$ cat config.mk
export PLATFORM = sky130hd
export DESIGN_NAME = countdown_timer
export DESIGN_NICKNAME = d
export VERILOG_FILES = /design/src/rtl/countdown_pkg.sv /design/src/rtl/countdown_timer.sv
export SDC_FILE = /design/constraint.sdc
export NUM_CORES = 1
export LEC_CHECK = 0
export ABC_AREA = 0
export ABC_CLOCK_PERIOD_IN_PS = 3000
export BUFFER_PORTS_ARGS = -buffer_cell sky130_fd_sc_hd__buf_2
export CORE_UTILIZATION = 25
export DETAILED_ROUTE_END_ITERATION = 8
export GPL_TIMING_DRIVEN = 0
export MAX_ROUTING_LAYER = met4
export PLACE_DENSITY = 0.52
export SETUP_SLACK_MARGIN = 0.2
export SLEW_MARGIN = 20
export SYNTH_ARGS = -nofsm -noshare
export SYNTH_HDL_FRONTEND = slang
export SYNTH_SLANG_ARGS = --single-unit
$ cat constraint.sdc
create_clock -name clk -period 3 [get_ports clk]
set_input_delay 0.15 -clock clk [delete_from_list [all_inputs] [get_ports clk]]
set_output_delay 0.15 -clock clk [all_outputs]
set_load 0.1 [all_outputs]
$ cat src/rtl/countdown_pkg.sv
// countdown_pkg: shared state encoding and default width for countdown_timer
package countdown_pkg;
    typedef enum logic [1:0] {IDLE, RUN, DONE} countdown_state_t;
    localparam int COUNTDOWN_W_DEFAULT = 10;
endpackage

$ cat src/rtl/countdown_timer.sv
// countdown_timer: loadable down-counter with valid/ready load, pause, abort and done pulse (SVA under COUNTDOWN_TIMER_ASSERT_EN)
module countdown_timer
    import countdown_pkg::*;
#(
    parameter int W = COUNTDOWN_W_DEFAULT
) (
    input  logic         clk,
    input  logic         rst,
    input  logic         load_valid,
    output logic         load_ready,
    input  logic [W-1:0] load_value,
    input  logic         pause,
    input  logic         abort,
    output logic [W-1:0] cnt,
    output logic         busy,
    output logic         done
);
    countdown_state_t r_state, w_state_next;
    logic [W-1:0]     r_cnt, w_cnt_next;
    logic             w_load;
    assign load_ready = (r_state == IDLE) && !abort && !rst;
    assign w_load     = load_valid && load_ready;
    assign cnt        = r_cnt;
    assign busy       = (r_state != IDLE) && !rst;
    assign done       = (r_state == DONE) && !rst;
    // next state and count: abort beats pause beats decrement; the decrement never wraps below zero
    always_comb begin
        w_state_next = r_state;
        w_cnt_next   = r_cnt;
        case (r_state)
            IDLE: begin
                w_cnt_next   = w_load ? load_value : r_cnt;
                w_state_next = !w_load ? IDLE : (load_value != '0) ? RUN : DONE;
            end
            RUN: begin
                w_cnt_next   = abort ? '0 : pause ? r_cnt : (r_cnt != '0) ? r_cnt - 1'b1 : '0;
                w_state_next = abort ? IDLE : (!pause && r_cnt <= W'(1)) ? DONE : RUN;
            end
            default: begin
                w_cnt_next   = '0;
                w_state_next = IDLE;
            end
        endcase
    end
    // state and count registers with synchronous reset
    always_ff @(posedge clk) begin
        if (rst) begin
            r_state <= IDLE;
            r_cnt   <= '0;
        end else begin
            r_state <= w_state_next;
            r_cnt   <= w_cnt_next;
        end
    end
`ifdef COUNTDOWN_TIMER_ASSERT_EN
    a_no_wrap: assert property (@(posedge clk) disable iff (rst)
        (r_cnt == '1) |-> ($past(r_cnt) == '1 || $past(load_valid && load_ready && load_value == '1)));
    a_done_zero: assert property (@(posedge clk) disable iff (rst) done |-> (r_cnt == '0));
    a_done_pulse: assert property (@(posedge clk) disable iff (rst) done |=> !done);
    a_busy_ready: assert property (@(posedge clk) disable iff (rst) !(busy && load_ready));
    a_pause_hold: assert property (@(posedge clk) disable iff (rst)
        (r_state == RUN && pause && !abort) |=> $stable(r_cnt));
    c_done: cover property (@(posedge clk) disable iff (rst) done);
`endif
endmodule

* Word level (Yosys, flattened, before mapping) *
Cells that the tools add are included.

word-level totals
  register bits after elaboration = 12
  bits of input ports = 15
  output and inout bits = 13
  logic and storage cells = 32

operators by class
  $add $sub $neg = 1
  magnitude comparators = 1
  equal/unequal tests = 4
  muxes and demuxes = 10
  reduce and logical (&&, ||, !) cells = 14

operator list
  operator                 count
  $mux W10                 4
  $pmux W10 S2             1
  $reduce_bool A10 Y1      2
  $le A10 B1 Y1 const B    1
  $sub A10 B1 Y10 const B  1
  $mux W2                  4
  $logic_and A1 B1 Y1      6
  $pmux W2 S2              1
  $logic_not A1 Y1         3
  $ne A3 B3 Y1 const B     1
  $eq A2 B1 Y1 const B     1
  $eq A2 B2 Y1 const B     1
  $logic_not A2 Y1         1
  $ne A2 B2 Y1 const B     1
  $reduce_and A2 Y1        1
  $reduce_bool A2 Y1       1

* Logic depth before layout (Yosys ltp) *
  depth in word-level cells = 6
  gate-level depth with buffers = 6
  mapped depth without buffers = 6

* Worst setup path before layout *
No wires, ideal clock.

  path kind = flip-flop to flip-flop
  from = reg r_state[0]
  to = reg r_state[0]
  setup time = 89 ps
  arrival time = 4034 ps
  data required time = 2911 ps
  setup slack = -1123 ps
  cell stages (with the launch flop) = 5
  path buffers = 1
  period minus slack after synthesis = 4123 ps
  cell sequence = dfxtp_1 -> buf_2 -> nor4_1 -> a32oi_1 -> nor3_1

on the way
  cells in the longest elaborated chain, start to end = 6
  elaborated cells between the ends (all ways) = 7
  classes of those cells = eq/ne: 1; mux: 2; reduce/logical: 4

RTL lines
  element                            line                   text
  start, declared                    countdown_timer.sv:18  countdown_state_t r_state, w_state_next;
  start signal, assigned             countdown_timer.sv:51  r_state <= w_state_next;
  $logic_not A2 Y1                   countdown_timer.sv:21  assign load_ready = (r_state == IDLE) && !abort && !rst;
  $logic_and A1 B1 Y1 (2 in series)  countdown_timer.sv:21
  net load_ready                     countdown_timer.sv:10  output logic load_ready,
  $logic_and A1 B1 Y1                countdown_timer.sv:22  assign w_load = load_valid && load_ready;
  $mux W2                            countdown_timer.sv:33  w_state_next = !w_load ? IDLE : (load_value != '0) ? RUN : DONE;
  $pmux W2 S2                        countdown_timer.sv:30  case (r_state)

The timed path passes the listed nets, and every way through them passes these cells.
A chain may end at the register's enable or synchronous reset.

* Worst setup path in the final report *
  from = reg r_cnt[4], in the netlist cnt[4]
  to = reg r_cnt[0], in the netlist cnt[0]

on the way
  cells in the longest elaborated chain, start to end = 5

RTL lines
  element                 line                   text
  start, declared         countdown_timer.sv:19  logic [W-1:0] r_cnt, w_cnt_next;
  start signal, assigned  countdown_timer.sv:52  r_cnt <= w_cnt_next;
  $reduce_bool A10 Y1     countdown_timer.sv:36  w_cnt_next = abort ? '0 : pause ? r_cnt : (r_cnt != '0) ? r_cnt - 1'b1 : '0;
  $mux W10 (3 in series)  countdown_timer.sv:36
  $pmux W10 S2            countdown_timer.sv:30

No other way between the ends. The select of a mux whose other input is x is not followed.

==> key figures <==
Timing
  – Final worst-path cycle share: 0.6994
  – Max Transition Viols Final: 0
  – Hold_ws: 0.1530 ns
  – RSZ-0062 raised after global routing: false
  – Worst slew pin tran: a little under 0.9 ns
  – Final setup violation count: 0
  – Hold Fails Final Rpt: 0
  – Layout Skew: between 0.003 and 0.004 ns
  – F_max: roughly 480 MHz
  – Setup_tns: 0 ns
  – Worst slew margin: 0.4127
  – Minimum clock period: roughly 2.1 ns

Worst setup path
  – CP Buf/Inv Count: 0
  – CP cell instances: nor4_1, a31oi_2, a221oi_1, a211oi_1
  – Critical path required time: about 3.2 ns
  – Critical-path top delay cell: nor4_1
  – CP startpoint kind: register
  – Peak per-stage delay on the critical path: between 0.7 and 0.8 ns
  – Crit path max-delay family: compound AO/OA/AOI/OAI gates
  – Critical path class: register to register
  – CP max FO: 10
  – Critical Path End Type: register
  – WP data arrival: 2.24 ns

Logic synthesis
  – Leading register cell type out of synthesis: dfxtp_1
  – Mapped Area: 905.9 µm²
  – Register bit total from synthesis: 12
  – Sequential area share after synthesis: 0.2652
  – YS warnings: 0
  – EDFF count, synth: 0
  – Post-synth net total: 130
  – Cells after Synth: roughly 110
  – Yosys cell types: 39
  – Ys async rst share: 0
  – Post-Syn Area per Cell: slightly above 8 µm²

Clocking
  – # Post-CTS Setup Buffers: 0
  – Clk Latency, worst-skew pair: 0.28 ns
  – H-tree depth: 1
  – CTS tree: done
  – Hold buffers post-CTS: 0
  – CTS clk-pin slew, worst paths: about 0.09 ns
  – CTS Buf Count: 3
  – Clock Tree Buf Depth: 2
  – CTS sink count: 12
  – Root buf cell: clkbuf_4
  – Post-CTS sizing: 0

Route
  – DR iter-0 viols: around 50
  – Vias per cell: about 5.4
  – TritonRoute pass-1 iters: 4
  – Wire length per cell: 14.65 µm
  – Drt total wl: 2739 µm
  – # DRC: 0
  – Post-route ant nets: 0
  – Via count: 1,012

Final layout
  – Filler cell count: approximately 380
  – Area of the multi-input gates: 595.6 µm²
  – Register area: around 240 µm²
  – Area delta synth->final: 26.11%
  – Final nets: between 150 and 200
  – N_diodes: 0
  – Share of layout cells above drive strength 1: 0.3121

GRT
  – Vias in the first global route: ~960
  – Grt ovf: 0
  – First-pass GRT wire length: ~4700 µm
  – Largest net degree at the start of global routing: 11
  – Antenna violations before repair: 0
  – Total GRT Usage: 0.1559

Power
  – Peak supply drop: between 150 and 200 µV
  – Leakage: around 0.46 nW
  – Pwr dens: approximately 470 nW/µm²

Floorplan
  – Core footprint: around 3400 µm²
  – DIE WIDTH: about 62 µm
  – Ports: 28
  – Core Rows: 21
  – Die area: slightly below 4000 µm²
  – Die span in y: approximately 62 µm
  – Starting density of the core: 0.2652

Job
  – Max-cap violations: 0

Place
  – Final RePlAce weighted congestion: 0.8753
  – HPWL after DPL: approximately 2000 µm
  – # port buffers: 25

Min path
  – Worst hold path type: input pin to register

Outcome
  – Status: finished clean
==> worst reg2reg max path, cell delays in order (launching register included) <==
cell,delay [ns]
dfxtp_1,0.38
nor4_1,0.79
a31oi_2,0.39
a221oi_1,0.33
a211oi_1,0.08
==> logic make-up (layout without fill, tap and decap cells) <==
group                      count (synthesis)  in the layout  share of synthesized area
adders and majority gates                  3              3                    0.04144
DFF                                       12             12                     0.2652
AOI/OAI and AO/OA                         36             36                     0.3025
muxes                                      1              1                    0.01243
and+or+nand+nor                           42             42                     0.2818
buffers and inverters                     18             47                    0.09669
==> report_power, final <==
group          internal, mW  switching (mW)
Combinational        0.0635           0.154
Clock                0.0739          0.0619
Sequential            0.169          0.0124
Total                 0.306           0.228
==> synthesized netlist by cell type, drive strengths merged (3+ instances only) <==
master / n / area share
dfxtp: 12 / 0.27
inv: 10 / 0.041
a21oi: 8 / 0.044
nor2: 8 / 0.033
nand2: 7 / 0.029
buf: 6 / 0.047
nor4: 6 / 0.041
a32oi: 5 / 0.048
o32ai: 5 / 0.048
nor3b: 4 / 0.033
a211oi: 3 / 0.025
ha: 3 / 0.041
nand2b: 3 / 0.021
nor3: 3 / 0.017
or4: 3 / 0.037
==> through the flow <==
stage	power (mW)	area, µm²	util	setup slack, ns	instances
2_1_floorplan	0.3534	917.1	-	0.2070	112
3_3_place_gp	0.3986	1100	0.3220	0.9440	183
3_5_place_dp	0.4005	1106	0.3238	0.9634	183
4_1_cts	0.5347	1142	0.3344	0.9459	187
5_1_grt	0.5657	1142	0.3344	0.7156	187
6_report	0.5343	1142	0.3344	0.9018	187
==> placed cells by master, fill, tap and decap left out, types with 3 or more instances in the layout <==
master and instances:
or4_4 3, inv_1 10, a21oi_1 8, dfxtp_1 12, o32ai_1 5, nor3_1 3
nor2_1 8, clkbuf_4 3, a32oi_1 5, nor4_1 4, nand2_1 7, nand2b_1 3
ha_1 3, a211oi_1 3, nor3b_1 3, buf_2 29
==> flip-flops by register name, summed over array words and instances, names as in the netlist <==
signal and cells:
r_state 2, cnt 10
==> path summary, 6_finish.rpt <==
path                        from                   to  slack (ns)  cells after the start
max          cnt[4]$_SDFFE_PP0P_  cnt[0]$_SDFFE_PP0P_        0.90                      4
min                load_value[9]  cnt[9]$_SDFFE_PP0P_        0.15                      3
max reg2reg  cnt[4]$_SDFFE_PP0P_  cnt[0]$_SDFFE_PP0P_        0.90                      4
min reg2reg  cnt[6]$_SDFFE_PP0P_  cnt[6]$_SDFFE_PP0P_        0.53                      2
==> layer usage <==
metal | routed length, µm | share of wire | global-route usage | up-vias
met1 | 1375 | 0.50 | 0.2272 | 477
met4 | 32 | 0.012 | 0.03488 | 0
met2 | 1202 | 0.44 | 0.2184 | 30
met5 | 0 | 0 | - | -
li1 | - | - | - | 500
met3 | 128 | 0.047 | 0.03125 | 5
==> area by class of cell <==
class	instances	area share
Sequential cell	12	0.2103
Buffer	8	0.04381
Multi-Input combinational cell	82	0.5214
Tap cell	46	0.05038
Clock buffer	4	0.03176
Timing Repair Buffer	25	0.1095
Inverter	10	0.03286
(Power assumes the default switching activity.)
